### src/rtl/uart_pkg.sv
// Shared UART definitions: frame width and receiver state encoding.
// The transmitter will pick these up when it moves to enum-based states.
`ifndef UART_DIV
`define UART_DIV 16
`endif

package uart_pkg;

  localparam int UART_BITS = 8;

  typedef enum logic [2:0] {
    IDLE  = 3'd0,
    START = 3'd1,
    DATA  = 3'd2,
    STOP  = 3'd3,
    BRK   = 3'd4
  } uart_rx_state_e;

endpackage

### src/rtl/sync_2ff.sv
// Two-flop synchroniser for one asynchronous input bit.
// INIT is the value both flops take in reset, so an idle-high line reads idle immediately.
module sync_2ff #(
  parameter logic INIT = 1'b1
) (
  input  logic clk_i,
  input  logic srst_i,
  input  logic d_i,
  output logic q_o
);

  logic r_meta;
  logic r_sync;

  always_ff @(posedge clk_i) begin
    if (srst_i) begin
      r_meta <= INIT;
      r_sync <= INIT;
    end else begin
      r_meta <= d_i;
      r_sync <= r_meta;
    end
  end

  assign q_o = r_sync;

endmodule

### src/rtl/uart_rx.sv
// 8N1 UART receiver: mid-bit sampling from a half-bit start check, one-byte holding
// register on a valid/ready port, single-cycle frame_err_o and overrun_o pulses.
module uart_rx
  import uart_pkg::*;
#(
  parameter int CLKDIV = `UART_DIV
) (
  input  logic                 clk_i,
  input  logic                 srst_i,
  input  logic                 uart_rx_i,
  output logic                 out_val_o,
  output logic [UART_BITS-1:0] out_data_o,
  input  logic                 out_rdy_i,
  output logic                 frame_err_o,
  output logic                 overrun_o,
  output logic                 busy_o
);

  localparam int DIV_W = $clog2(CLKDIV);
  localparam int CNT_W = $clog2(UART_BITS);

  localparam logic [DIV_W-1:0] DIV_HALF = DIV_W'(CLKDIV / 2 - 1);
  localparam logic [DIV_W-1:0] DIV_LAST = DIV_W'(CLKDIV - 1);
  localparam logic [CNT_W-1:0] BIT_LAST = CNT_W'(UART_BITS - 1);

  localparam logic [2:0] ST_IDLE  = 3'(IDLE);
  localparam logic [2:0] ST_START = 3'(START);
  localparam logic [2:0] ST_DATA  = 3'(DATA);
  localparam logic [2:0] ST_STOP  = 3'(STOP);
  localparam logic [2:0] ST_BRK   = 3'(BRK);

  logic [2:0]           r_state;
  logic [DIV_W-1:0]     r_div;
  logic [CNT_W-1:0]     r_bit_cnt;
  logic [UART_BITS-1:0] r_shift;
  logic                 r_val;
  logic [UART_BITS-1:0] r_data;
  logic                 r_frame_err;
  logic                 r_overrun;

  logic                 w_rx_s;
  logic                 w_stop_sample;
  logic                 w_deliver;
  logic                 w_accept;
  uart_rx_state_e       w_dbg_state;

  sync_2ff #(
    .INIT (1'b1)
  ) u_sync (
    .clk_i  (clk_i),
    .srst_i (srst_i),
    .d_i    (uart_rx_i),
    .q_o    (w_rx_s)
  );

  // Handshake: a byte moves on any edge where out_val_o & out_rdy_i; out_data_o is
  // frozen while out_val_o is high and no transfer occurs; out_rdy_i is ignored when idle.
  assign w_stop_sample = (r_state == ST_STOP) && (r_div == DIV_LAST);
  assign w_deliver     = w_stop_sample && w_rx_s;
  assign w_accept      = r_val && out_rdy_i;

  always_ff @(posedge clk_i) begin
    if (srst_i) begin
      r_state     <= ST_IDLE;
      r_div       <= '0;
      r_bit_cnt   <= '0;
      r_shift     <= '0;
      r_val       <= 1'b0;
      r_data      <= '0;
      r_frame_err <= 1'b0;
      r_overrun   <= 1'b0;
    end else begin
      r_frame_err <= 1'b0;
      r_overrun   <= 1'b0;

      if (w_accept) begin
        r_val <= 1'b0;
      end
      // A finished byte may replace the held one only if the host takes it this cycle.
      if (w_deliver) begin
        if (!r_val || out_rdy_i) begin
          r_data <= r_shift;
          r_val  <= 1'b1;
        end else begin
          r_overrun <= 1'b1;
        end
      end

      case (r_state)
        ST_IDLE: begin
          r_div <= '0;
          if (!w_rx_s) begin
            r_state <= ST_START;
          end
        end
        ST_START: begin
          if (r_div == DIV_HALF) begin
            r_div <= '0;
            if (!w_rx_s) begin
              r_state   <= ST_DATA;
              r_bit_cnt <= '0;
            end else begin
              r_state <= ST_IDLE;
            end
          end else begin
            r_div <= r_div + 1'b1;
          end
        end
        ST_DATA: begin
          if (r_div == DIV_LAST) begin
            r_div     <= '0;
            r_shift   <= {w_rx_s, r_shift[UART_BITS-1:1]};
            r_bit_cnt <= r_bit_cnt + 1'b1;
            if (r_bit_cnt == BIT_LAST) begin
              r_state <= ST_STOP;
            end
          end else begin
            r_div <= r_div + 1'b1;
          end
        end
        ST_STOP: begin
          if (r_div == DIV_LAST) begin
            r_div <= '0;
            if (w_rx_s) begin
              r_state <= ST_IDLE;
            end else begin
              r_frame_err <= 1'b1;
              r_state     <= ST_BRK;
            end
          end else begin
            r_div <= r_div + 1'b1;
          end
        end
        // A held-low line reports once, then waits for the line to return high.
        ST_BRK: begin
          r_div <= '0;
          if (w_rx_s) begin
            r_state <= ST_IDLE;
          end
        end
        default: begin
          r_state <= ST_IDLE;
          r_div   <= '0;
        end
      endcase
    end
  end

  // Typed view of the state for probes; busy_o is derived from it.
  assign w_dbg_state = uart_rx_state_e'(r_state);

  assign out_val_o   = r_val;
  assign out_data_o  = r_data;
  assign frame_err_o = r_frame_err;
  assign overrun_o   = r_overrun;
  assign busy_o      = (w_dbg_state != IDLE);

endmodule

### config.mk
export PLATFORM = sky130hd
export DESIGN_NAME = uart_rx
export DESIGN_NICKNAME = d
export VERILOG_FILES = /design/src/rtl/uart_pkg.sv /design/src/rtl/sync_2ff.sv /design/src/rtl/uart_rx.sv
export SDC_FILE = /design/constraint.sdc
export NUM_CORES = 1
export LEC_CHECK = 0
export ABC_AREA = 0
export CORE_MARGIN = 3
export CORE_UTILIZATION = 60
export CTS_BUF_LIST = sky130_fd_sc_hd__clkbuf_8
export CTS_CLUSTER_SIZE = 20
export DETAILED_ROUTE_END_ITERATION = 8
export PLACE_DENSITY_LB_ADDON = 0.25
export SLEW_MARGIN = 20
export SYNTH_ARGS = -nofsm -noshare
export SYNTH_HDL_FRONTEND = slang
export SYNTH_HIERARCHICAL = 1
export SYNTH_SLANG_ARGS = --single-unit
### constraint.sdc
create_clock -name clk_i -period 2.6 [get_ports clk_i]
set_input_delay 0.52 -clock clk_i [delete_from_list [all_inputs] [get_ports clk_i]]
set_output_delay 0.52 -clock clk_i [all_outputs]
set_load 0.1 [all_outputs]
==> impl_metrics.yaml <==
run_status:
  outcome: "finished clean"
min_path:
  hold_end: "u_sync/q_o$_SDFF_PP1_"
  hp-start: "u_sync/r_meta$_SDFF_PP1_"
  hold_path_depth: 1
  hold_class: "reg2reg"
power:
  peakVddDrop_mv: 0.560
  cellPowerDensity_nw_per_um2: 650
  p_leak_nw: 0.558
global_routing:
  grt_use_met2_pct: 31.8
  top_usage_layer: "met2"
  grt_util_met3_pct: 7.98
  grt_usage_pct: 19.6
  use_met1_pct: 22.2
  grt_start_max_net_pins: 18
  antenna_found_initial: 0
  grt_pass1_wl_mm: 3.88
  first_global_vias: 915
  overflow: 0
clocking:
  cts_htree_levels: 2
  cts_inserted_buffers: 5
  cts_num_sinks: 31
  ctsHoldBuffers: 0
  clk_latency_ps: 270
  post_cts_resized: 0
  cts_buffer_depth: 2
  cts_setup_buffers: 0
  cts_tree: "built"
  clk_pin_slew_ps: 60
  cts-root-buf: "clkbuf_8"
cells_and_area:
  multi_input_area_um2: 628
  num-fill-cells: 139
  final_nets: 161
  drive_gt1_share_pct: 19.4
  stdcell_count: 182
  seq_area_um2: 621
  n_antenna_cell: 0
  fin_util_pct: 76.9
  syn2layout_area_growth_pct: 18.7
route:
  routed_wl_mm: 2.37
  post_drt_wl_per_cell_um: 13.0
  viasPerCell: 5.47
  drc: 0
  firstDrtPassIters: 4
  final_antenna_net_count: 0
  drtIter0Drc: 26
  dr_total_vias: 995
logic_synthesis:
  avgSynthCellArea_um2: 9.46
  ys_types: 36
  netlist_instances: 137
  ys_ff_latch: 31
  yosysWarnings: 6
  netlist_area_um2: 1300
  syn-num-nets: 144
  yosysSeqAreaShare_pct: 47.9
  synth_top_area_share_pct: 47.9
  synth_area_leaders: "dfxtp_1 48%, nand2_1 6.4%, mux2i_1 6.2%"
  yosysTopAreaCell: "dfxtp_1"
sta:
  hold_viol: 0
  fin_crit_sh_pct: 71.2
  clock.fmax_ghz: 0.540
  setup_violations: 0
  layout_setup_ws_ps: 748
  period_minus_slack_ps: 1850
  relSlewSlack_pct: 57.7
  rsz0062_at_grt: "false"
  tns_ps: 0
  worst_slew_pin_slew_ps: 631
  report.final.slew_viol_count: 0
  clock-skew-final_ps: 2.76
critical_path:
  arrival_ps: 1330
  timing.rr.start: "r_div[0]$_SDFF_PP0_"
  path_max_fanout: 11
  r2r_slack_ps: 900
  crit_required_ps: 2080
  critPathLaunchType: "flop"
  setup.worst_path.class: "reg2out"
  reg2reg_depth: 6
  regToRegEndpoint: "out_data_o[5]$_SDFFE_PP0P_"
  end_kind: "output port"
floorplanning:
  row_count: 16
  ios: 16
  die_y_um: 52.5
  initial_core_util_pct: 64.7
  die-area_um2: 2750
  core-area_um2: 2000
  die_width_um: 52.5
flow_run:
  cap_violations: 0
placed_design:
  detailedPlace.worstSlack_ps: 661
  post-dp-hpwl_mm: 1.59
  dp.cells: 174
  port_buffers: 15
  gp_congestion: 0.796
[kinds of logic after synthesis]
family | Yosys count | synth area share [%]
AND/OR/NAND/NOR | 64 | 27.7
flip-flops | 31 | 47.9
AO/OA/AOI/OAI | 20 | 9.65
buffers and inverters | 8 | 3.67
multiplexers | 8 | 6.18
XOR/XNOR | 3 | 2.03
adder cells (fa/ha/maj) | 3 | 2.90
[registers in the layout, summed over array words and instances, names as in the netlist, 3 cells and up]
name	flops
out_data_o	8
r_state	3
r_div	4
r_bit_cnt	3
r_shift	8
[final cells by class]
class | instances | area share, %
clock inverter | 2 | 2.28
multi-input combinational | 98 | 40.8
inverter | 1 | 0.244
sequential | 31 | 40.3
clock buffer | 6 | 5.37
tap | 27 | 2.20
timing repair buffer | 17 | 8.78
[cells in the final DEF, fill, tap and decap left out]
master           count
dfxtp_1             31
nand2_1             22
a21oi_1             15
buf_4               14
nor2_1              12
mux2i_1              8
nand3_1              6
clkbuf_8             6
nor3_1               3
ha_1                 3
clkdlybuf4s50_1      3
or3_4                2
xor2_1               2
nand2b_1             2
nor4_1               2
or2_1                2
inv_1                1
nand2b_2             1
nand3_2              1
nor3_2               1
nor4b_1              1
nor2b_1              1
nand3b_1             1
nor3b_1              1
a22oi_1              1
o31ai_1              1
a22o_1               1
or3b_1               1
or3_1                1
nor4b_4              1
nand4b_2             1
o31ai_4              1
or2b_1               1
o21ai_0              1
xnor2_1              1
and2_1               1
clkinv_2             1
bufinv_16            1
[cells in the mapped netlist]
master,number
or2_1,2
nor3b_1,1
nor4_1,2
or2b_1,1
or3_1,1
inv_1,1
nand3_2,1
o31ai_4,1
ha_1,3
mux2i_1,8
nand2b_2,1
a21oi_1,15
nand2_1,22
a22oi_1,1
nand2b_1,2
or3b_1,1
a22o_1,1
and2_1,1
xnor2_1,1
nand4b_2,1
nor3_1,3
nor3_2,1
o21ai_0,1
or3_4,2
nand3_1,6
buf_2,2
clkbuf_1,3
nor2_1,12
nor2b_1,1
nand3b_1,1
nor4b_1,1
xor2_1,2
buf_6,2
o31ai_1,1
nor4b_4,1
dfxtp_1,31
[report_power, final]
group          internal, mW  switching (mW)
registers             0.478         0.00412
clock network         0.310           0.173
logic                0.0126          0.0243
total                 0.800           0.201
[worst max-delay path by stage]
stage / from / slack, ps / to
finish: r_state[0]$_SDFFE_PP0P_ / 750 / busy_o
global route: r_state[0]$_SDFFE_PP0P_ / 640 / busy_o
CTS: r_state[0]$_SDFFE_PP0P_ / 750 / busy_o
detailed placement: out_rdy_i / 660 / out_data_o[2]$_SDFFE_PP0P_
global placement: out_rdy_i / 700 / out_data_o[1]$_SDFFE_PP0P_
floorplan: out_val_o$_SDFF_PP0_ / 870 / out_data_o[0]$_SDFFE_PP0P_
[routing by layer]
metal | up-vias | wire, µm
li1 | 503 | -
met1 | 468 | 1090
met2 | 24 | 1140
met3 | 0 | 136
met4 | 0 | 0
met5 | - | 0
[worst max-delay path, cell delays in order, from the launching register on]
cell     delay [ps]
dfxtp_1         520
nor2_1          160
nand2_1          90
buf_4           280
[per-stage QoR]
| step | instance area [µm²] | hold slack (ps) | power (mW) |
|---|---|---|---|
| global placement | 1420 | 387 | 0.528 |
| finish | 1540 | 408 | 1.00 |
| detailed placement | 1420 | 395 | 0.528 |
| global route | 1540 | 430 | 1.04 |
| CTS | 1540 | 415 | 1.01 |
| floorplan | 1300 | 383 | 0.518 |
(Power assumes the default switching activity.)
